$ cat config.mk
export PLATFORM = sky130hd
export DESIGN_NAME = cpu7_exu_scb
export DESIGN_NICKNAME = d
export VERILOG_FILES = /design/src/rtl/cpu7_exu_scb.sv
export SDC_FILE = /design/constraint.sdc
export NUM_CORES = 1
export LEC_CHECK = 0
export ABC_CLOCK_PERIOD_IN_PS = 5090
export BUFFER_PORTS_ARGS = -buffer_cell sky130_fd_sc_hd__clkbuf_2
export CORE_MARGIN = 2
export CORE_UTILIZATION = 55
export DETAILED_ROUTE_END_ITERATION = 8
export MAX_ROUTING_LAYER = met4
export PLACE_DENSITY = 0.82
export SYNTH_ARGS = -nofsm -noshare
export SYNTH_HDL_FRONTEND = slang
export SYNTH_SLANG_ARGS = --single-unit
$ cat constraint.sdc
create_clock -name clk -period 5.09 [get_ports clk]
set_input_delay 1.018 -clock clk [delete_from_list [all_inputs] [get_ports clk]]
set_output_delay 1.018 -clock clk [all_outputs]
set_load 0.03 [all_outputs]
$ cat src/rtl/cpu7_exu_scb.sv
// Register scoreboard: tracks pending long-latency destinations and raises a decode stall on RAW/WAW/full.
// Outputs are decodes of registered entry state; stall is combinational from that state plus decode inputs.
module cpu7_exu_scb #(
  parameter int AW    = 5,
  parameter int DEPTH = 4,
  parameter int NSRC  = 2,
  parameter int NWB   = 2,
  parameter int UW    = 1,
  localparam int CW   = $clog2(DEPTH + 1),
  localparam int NREG = 2 ** AW
) (
  input  logic                 clk,
  input  logic                 reset,
  input  logic                 issue_valid_d,
  input  logic                 issue_long_d,
  input  logic                 issue_wen_d,
  input  logic [AW-1:0]        issue_rd_d,
  input  logic [UW-1:0]        issue_unit_d,
  input  logic [NSRC*AW-1:0]   rs_d,
  input  logic [NSRC-1:0]      rs_use_d,
  input  logic                 flush,
  input  logic [NWB-1:0]       wb_valid,
  input  logic [NWB*AW-1:0]    wb_rd,
  output logic                 scb_stall_d,
  output logic                 scb_full,
  output logic [CW-1:0]        scb_count,
  output logic [NREG-1:0]      scb_pending,
  output logic                 scb_err_orphan
);

  logic [DEPTH-1:0] ent_vld;
  logic [AW-1:0]    ent_rd   [DEPTH];
  logic [UW-1:0]    ent_unit [DEPTH];

  logic [NREG-1:0]  pend;
  logic [CW-1:0]    cnt;
  logic             raw_hz;
  logic             waw_hz;
  logic             full_hz;
  logic [DEPTH-1:0] ret;
  logic [NWB-1:0]   wb_act;
  logic [NWB-1:0]   wb_hit;
  logic [DEPTH-1:0] free_oh;
  logic             alloc;

  always_comb begin
    pend = '0;
    cnt  = '0;
    for (int e = 0; e < DEPTH; e++) begin
      if (ent_vld[e]) pend[ent_rd[e]] = 1'b1;
      cnt = cnt + CW'(ent_vld[e]);
    end
  end

  assign scb_pending = pend;
  assign scb_count   = cnt;
  assign scb_full    = &ent_vld;

  always_comb begin
    raw_hz = 1'b0;
    for (int i = 0; i < NSRC; i++) begin
      if (rs_use_d[i] && (rs_d[i*AW +: AW] != '0) && pend[rs_d[i*AW +: AW]])
        raw_hz = 1'b1;
    end
  end

  assign waw_hz      = issue_wen_d && (issue_rd_d != '0) && pend[issue_rd_d];
  assign full_hz     = issue_long_d && issue_wen_d && scb_full;
  assign scb_stall_d = issue_valid_d && (raw_hz || waw_hz || full_hz);

  // The WAW interlock keeps at most one live entry per register, so each channel hits at most once.
  always_comb begin
    ret    = '0;
    wb_act = '0;
    wb_hit = '0;
    for (int k = 0; k < NWB; k++) begin
      wb_act[k] = wb_valid[k] && (wb_rd[k*AW +: AW] != '0);
      for (int e = 0; e < DEPTH; e++) begin
        if (wb_act[k] && ent_vld[e] && (ent_unit[e] == UW'(k)) &&
            (ent_rd[e] == wb_rd[k*AW +: AW])) begin
          ret[e]    = 1'b1;
          wb_hit[k] = 1'b1;
        end
      end
    end
  end

  always_comb begin
    free_oh = '0;
    for (int e = DEPTH - 1; e >= 0; e--) begin
      if (!ent_vld[e]) begin
        free_oh    = '0;
        free_oh[e] = 1'b1;
      end
    end
  end

  // Full already forces a stall, so a granted alloc always finds a free slot.
  assign alloc = issue_valid_d && issue_long_d && issue_wen_d && (issue_rd_d != '0) &&
                 !scb_stall_d && !flush;

  always_ff @(posedge clk) begin
    if (reset) begin
      ent_vld        <= '0;
      scb_err_orphan <= 1'b0;
      for (int e = 0; e < DEPTH; e++) begin
        ent_rd[e]   <= '0;
        ent_unit[e] <= '0;
      end
    end else if (flush) begin
      ent_vld <= '0;
    end else begin
      ent_vld <= (ent_vld & ~ret) | (alloc ? free_oh : '0);
      for (int e = 0; e < DEPTH; e++) begin
        if (alloc && free_oh[e]) begin
          ent_rd[e]   <= issue_rd_d;
          ent_unit[e] <= issue_unit_d;
        end
      end
      if (|(wb_act & ~wb_hit)) scb_err_orphan <= 1'b1;
    end
  end

endmodule

==> results.py <==
metrics = {
    "grt": {
        "grt_pass1_vias": 4368,
        "grt_pass1_wl_mm": 25.0,
        "grtUsageTotal_pct": 44.3,
        "grt_max_degree": 17,
        "grt_remaining_overflow": 0,
        "antenna_found_initial": 0,
    },
    "synthesis": {
        "ys.flop_type": "edfxtp_1",
        "async_flop_share_pct": 0,
        "yosysSeqAreaShare_pct": 20.8,
        "syn_area_per_cell_um2": 7.60,
        "syn-num-nets": 561,
        "synth-edff-count": 24,
        "syn_inst": 520,
        "synth-seq-cells": 29,
        "netlist_area_mm2": 0.00395,
        "yosys_warnings": 0,
        "synth_cell_types": 63,
    },
    "finish": {
        "drive_gt1_share_pct": 20.6,
        "mostFrequentLayoutCell": "clkbuf_2",
        "nets": 603,
        "final_cell_mix": "clkbuf_2 (73), o22ai_1 (63), nor3_1 (48)",
        "fillCellCount": 609,
        "regArea_um2": 821,
        "diodes": 0,
        "multi_input_area_mm2": 0.00282,
        "final_area_mm2": 0.00438,
        "syn_to_final_growth_pct": 11.0,
    },
    "clock_tree": {
        "clockBufferDepth": 2,
        "h-tree-depth": 2,
        "cts_tree": "done",
        "clock_sinks": 29,
        "cts_buffers": 5,
        "cts_root_buf": "clkbuf_8",
        "cts_hold_buffers": 0,
        "clkTransAtPathRegs_ps": 60,
        "post_cts_buffers": 0,
        "cts_resized": 0,
        "clk-insertion-delay-late_ps": 290,
    },
    "place": {
        "port_buffers": 73,
        "gp_congestion": 1.12,
        "hpwlAfterDp_mm": 13.1,
        "dp_slack_ps": 735,
        "placed_area_mm2": 0.00430,
    },
    "critical_path": {
        "critPathKind": "flip-flop to output port",
        "worst_setup_path_start_kind": "flip-flop",
        "worstPathCellList": "or4b_2 -> o22ai_1 -> or2_0 -> mux4_2 -> a211oi_1 -> o311ai_1 -> a221oi_1 -> nor2b_1 -> clkbuf_2",
        "crit_required_ps": 4070,
        "cpPeakStageDelay_ps": 790,
        "crit_arrival_ps": 3740,
        "worstPathMaxFanout": 10,
        "endpoint_kind": "output port",
        "crit_start": "ent_rd[1][3]",
        "reg2reg_from": "ent_rd[0][0]",
        "critPathSlowestCell": "or4b_2",
    },
    "sta": {
        "worstMarginPinSlew_ps": 801,
        "whs_ps": 486,
        "relSlewSlack_pct": 46.4,
        "setup_viol": 0,
        "final-max-slew-violation-count": 0,
        "clock.fmax_ghz": 0.210,
        "rsz0062_at_grt": "false",
        "setup_slack_ps": 336,
        "finalCritPeriodShare_pct": 93.4,
        "finalHoldViolCount": 0,
        "fin_crit_ps": 4750,
        "clock-skew-final_ps": 7.57,
        "fin_tns_setup_ps": 0,
    },
    "routing": {
        "vias": 4881,
        "drt_iter0_drc": 833,
        "final_antenna_net_count": 0,
        "drc_errors": 0,
        "drt_wl_total_mm": 17.0,
        "wl_per_cell_um": 25.7,
        "first_pass_iters": 8,
        "viasPerCell": 7.41,
    },
    "power_and_ir_drop": {
        "p_per_area_mw_per_mm2": 142,
        "peakVddDrop_uv": 277,
        "p_leak_uw": 0.00170,
    },
    "die": {
        "dieWidth_um": 88.8,
        "core_area_mm2": 0.00687,
        "die_h_um": 88.8,
        "start_util_pct": 57.5,
        "die_area_mm2": 0.00788,
        "num_rows": 30,
        "io_pins": 74,
    },
    "min_path": {
        "hold_class": "flip-flop to flip-flop",
        "worstHoldStart": "scb_err_orphan",
    },
    "run_status": {
        "status": "finished, final reports clean",
    },
    "run": {
        "drv_cap": 0,
    },
}
-- cell type report --
type                    count  area share, %
well taps                  96           2.74
clock inverters             2          0.228
flip-flops and latches     29           18.7
multi-input cells         416           64.3
inverters                  27           2.31
repair buffers             83           10.0
clock buffers               6           1.66
-- worst paths after layout --
check | end | slack, ps | depth (start not counted)
worst max-delay path | scb_stall_d | 340 | 9
worst min-delay path | scb_err_orphan | 490 | 2
worst max register to register | ent_rd[1][2] | 860 | 9
worst min register to register | scb_err_orphan | 490 | 2
-- metrics by stage --
stage | util (%) | instances | total power (uW)
final | 63.8 | 659 | 623
after global routing | 63.8 | 659 | 644
after CTS | 63.8 | 659 | 614
after detailed placement | 62.6 | 651 | 440
after global placement | 62.6 | 651 | 439
after floorplan | - | 520 | 389
-- where the power goes --
part	internal, uW	leakage [uW]	switching, uW
registers	264	0.000290	14.4
clock network	94.3	0.0000450	84.6
logic	59.8	0.00136	106
-- routing by layer --
| metal | part of all wire, % | GRT usage [%] |
|---|---|---|
| met5 | 0 | - |
| met4 | 5.0 | 18.6 |
| met3 | 14 | 14.5 |
| met2 | 44 | 64.9 |
| met1 | 37 | 55.9 |
-- critical path, delay by kind of cell (launching register included) --
family | cells | cell delay, ps
muxes | 1 | 280
buffers and inverters | 1 | 210
AOI/OAI and AO/OA | 4 | 1180
and+or+nand+nor | 3 | 1160
DFF | 1 | 620
-- synth_stat cells, drive strengths merged (5+ instances only) --
library cell,instances,share of area (%)
o22ai,63,10
nor3,48,6.1
nor2,47,4.5
buf,25,3.1
edfxtp,24,18
inv,24,2.3
clkbuf,23,2.2
or2,22,3.5
nand2,20,2.0
nand2b,20,3.2
xnor2,20,4.4
xor2,20,4.4
nand4b,15,3.5
nand4,13,2.1
o21ai,11,1.4
a211oi,10,1.9
nor4,10,1.6
a2111oi,9,2.5
or4bb,8,2.3
o41ai,7,1.6
dfxtp,5,2.5
nand3,5,0.63
or4b,5,1.3
-- kinds of logic (layout without fill, tap and decap cells) --
logic type / Yosys count / count (layout) / synth area share, %
flip-flops: 29 / 29 / 20.8
AND/OR/NAND/NOR: 233 / 233 / 34.4
multiplexers: 6 / 6 / 2.50
XOR/XNOR: 40 / 40 / 8.87
adder cells (fa/ha/maj): 5 / 5 / 1.77
AO/OA/AOI/OAI: 132 / 132 / 23.8
buffers and inverters: 75 / 118 / 7.88
-- sequential cells by signal (all words and copies together) (netlist names) --
signal and flops:
ent_rd 20, ent_vld 4, scb_err_orphan 1, ent_unit 4
Power figures use the tool's default switching activity.
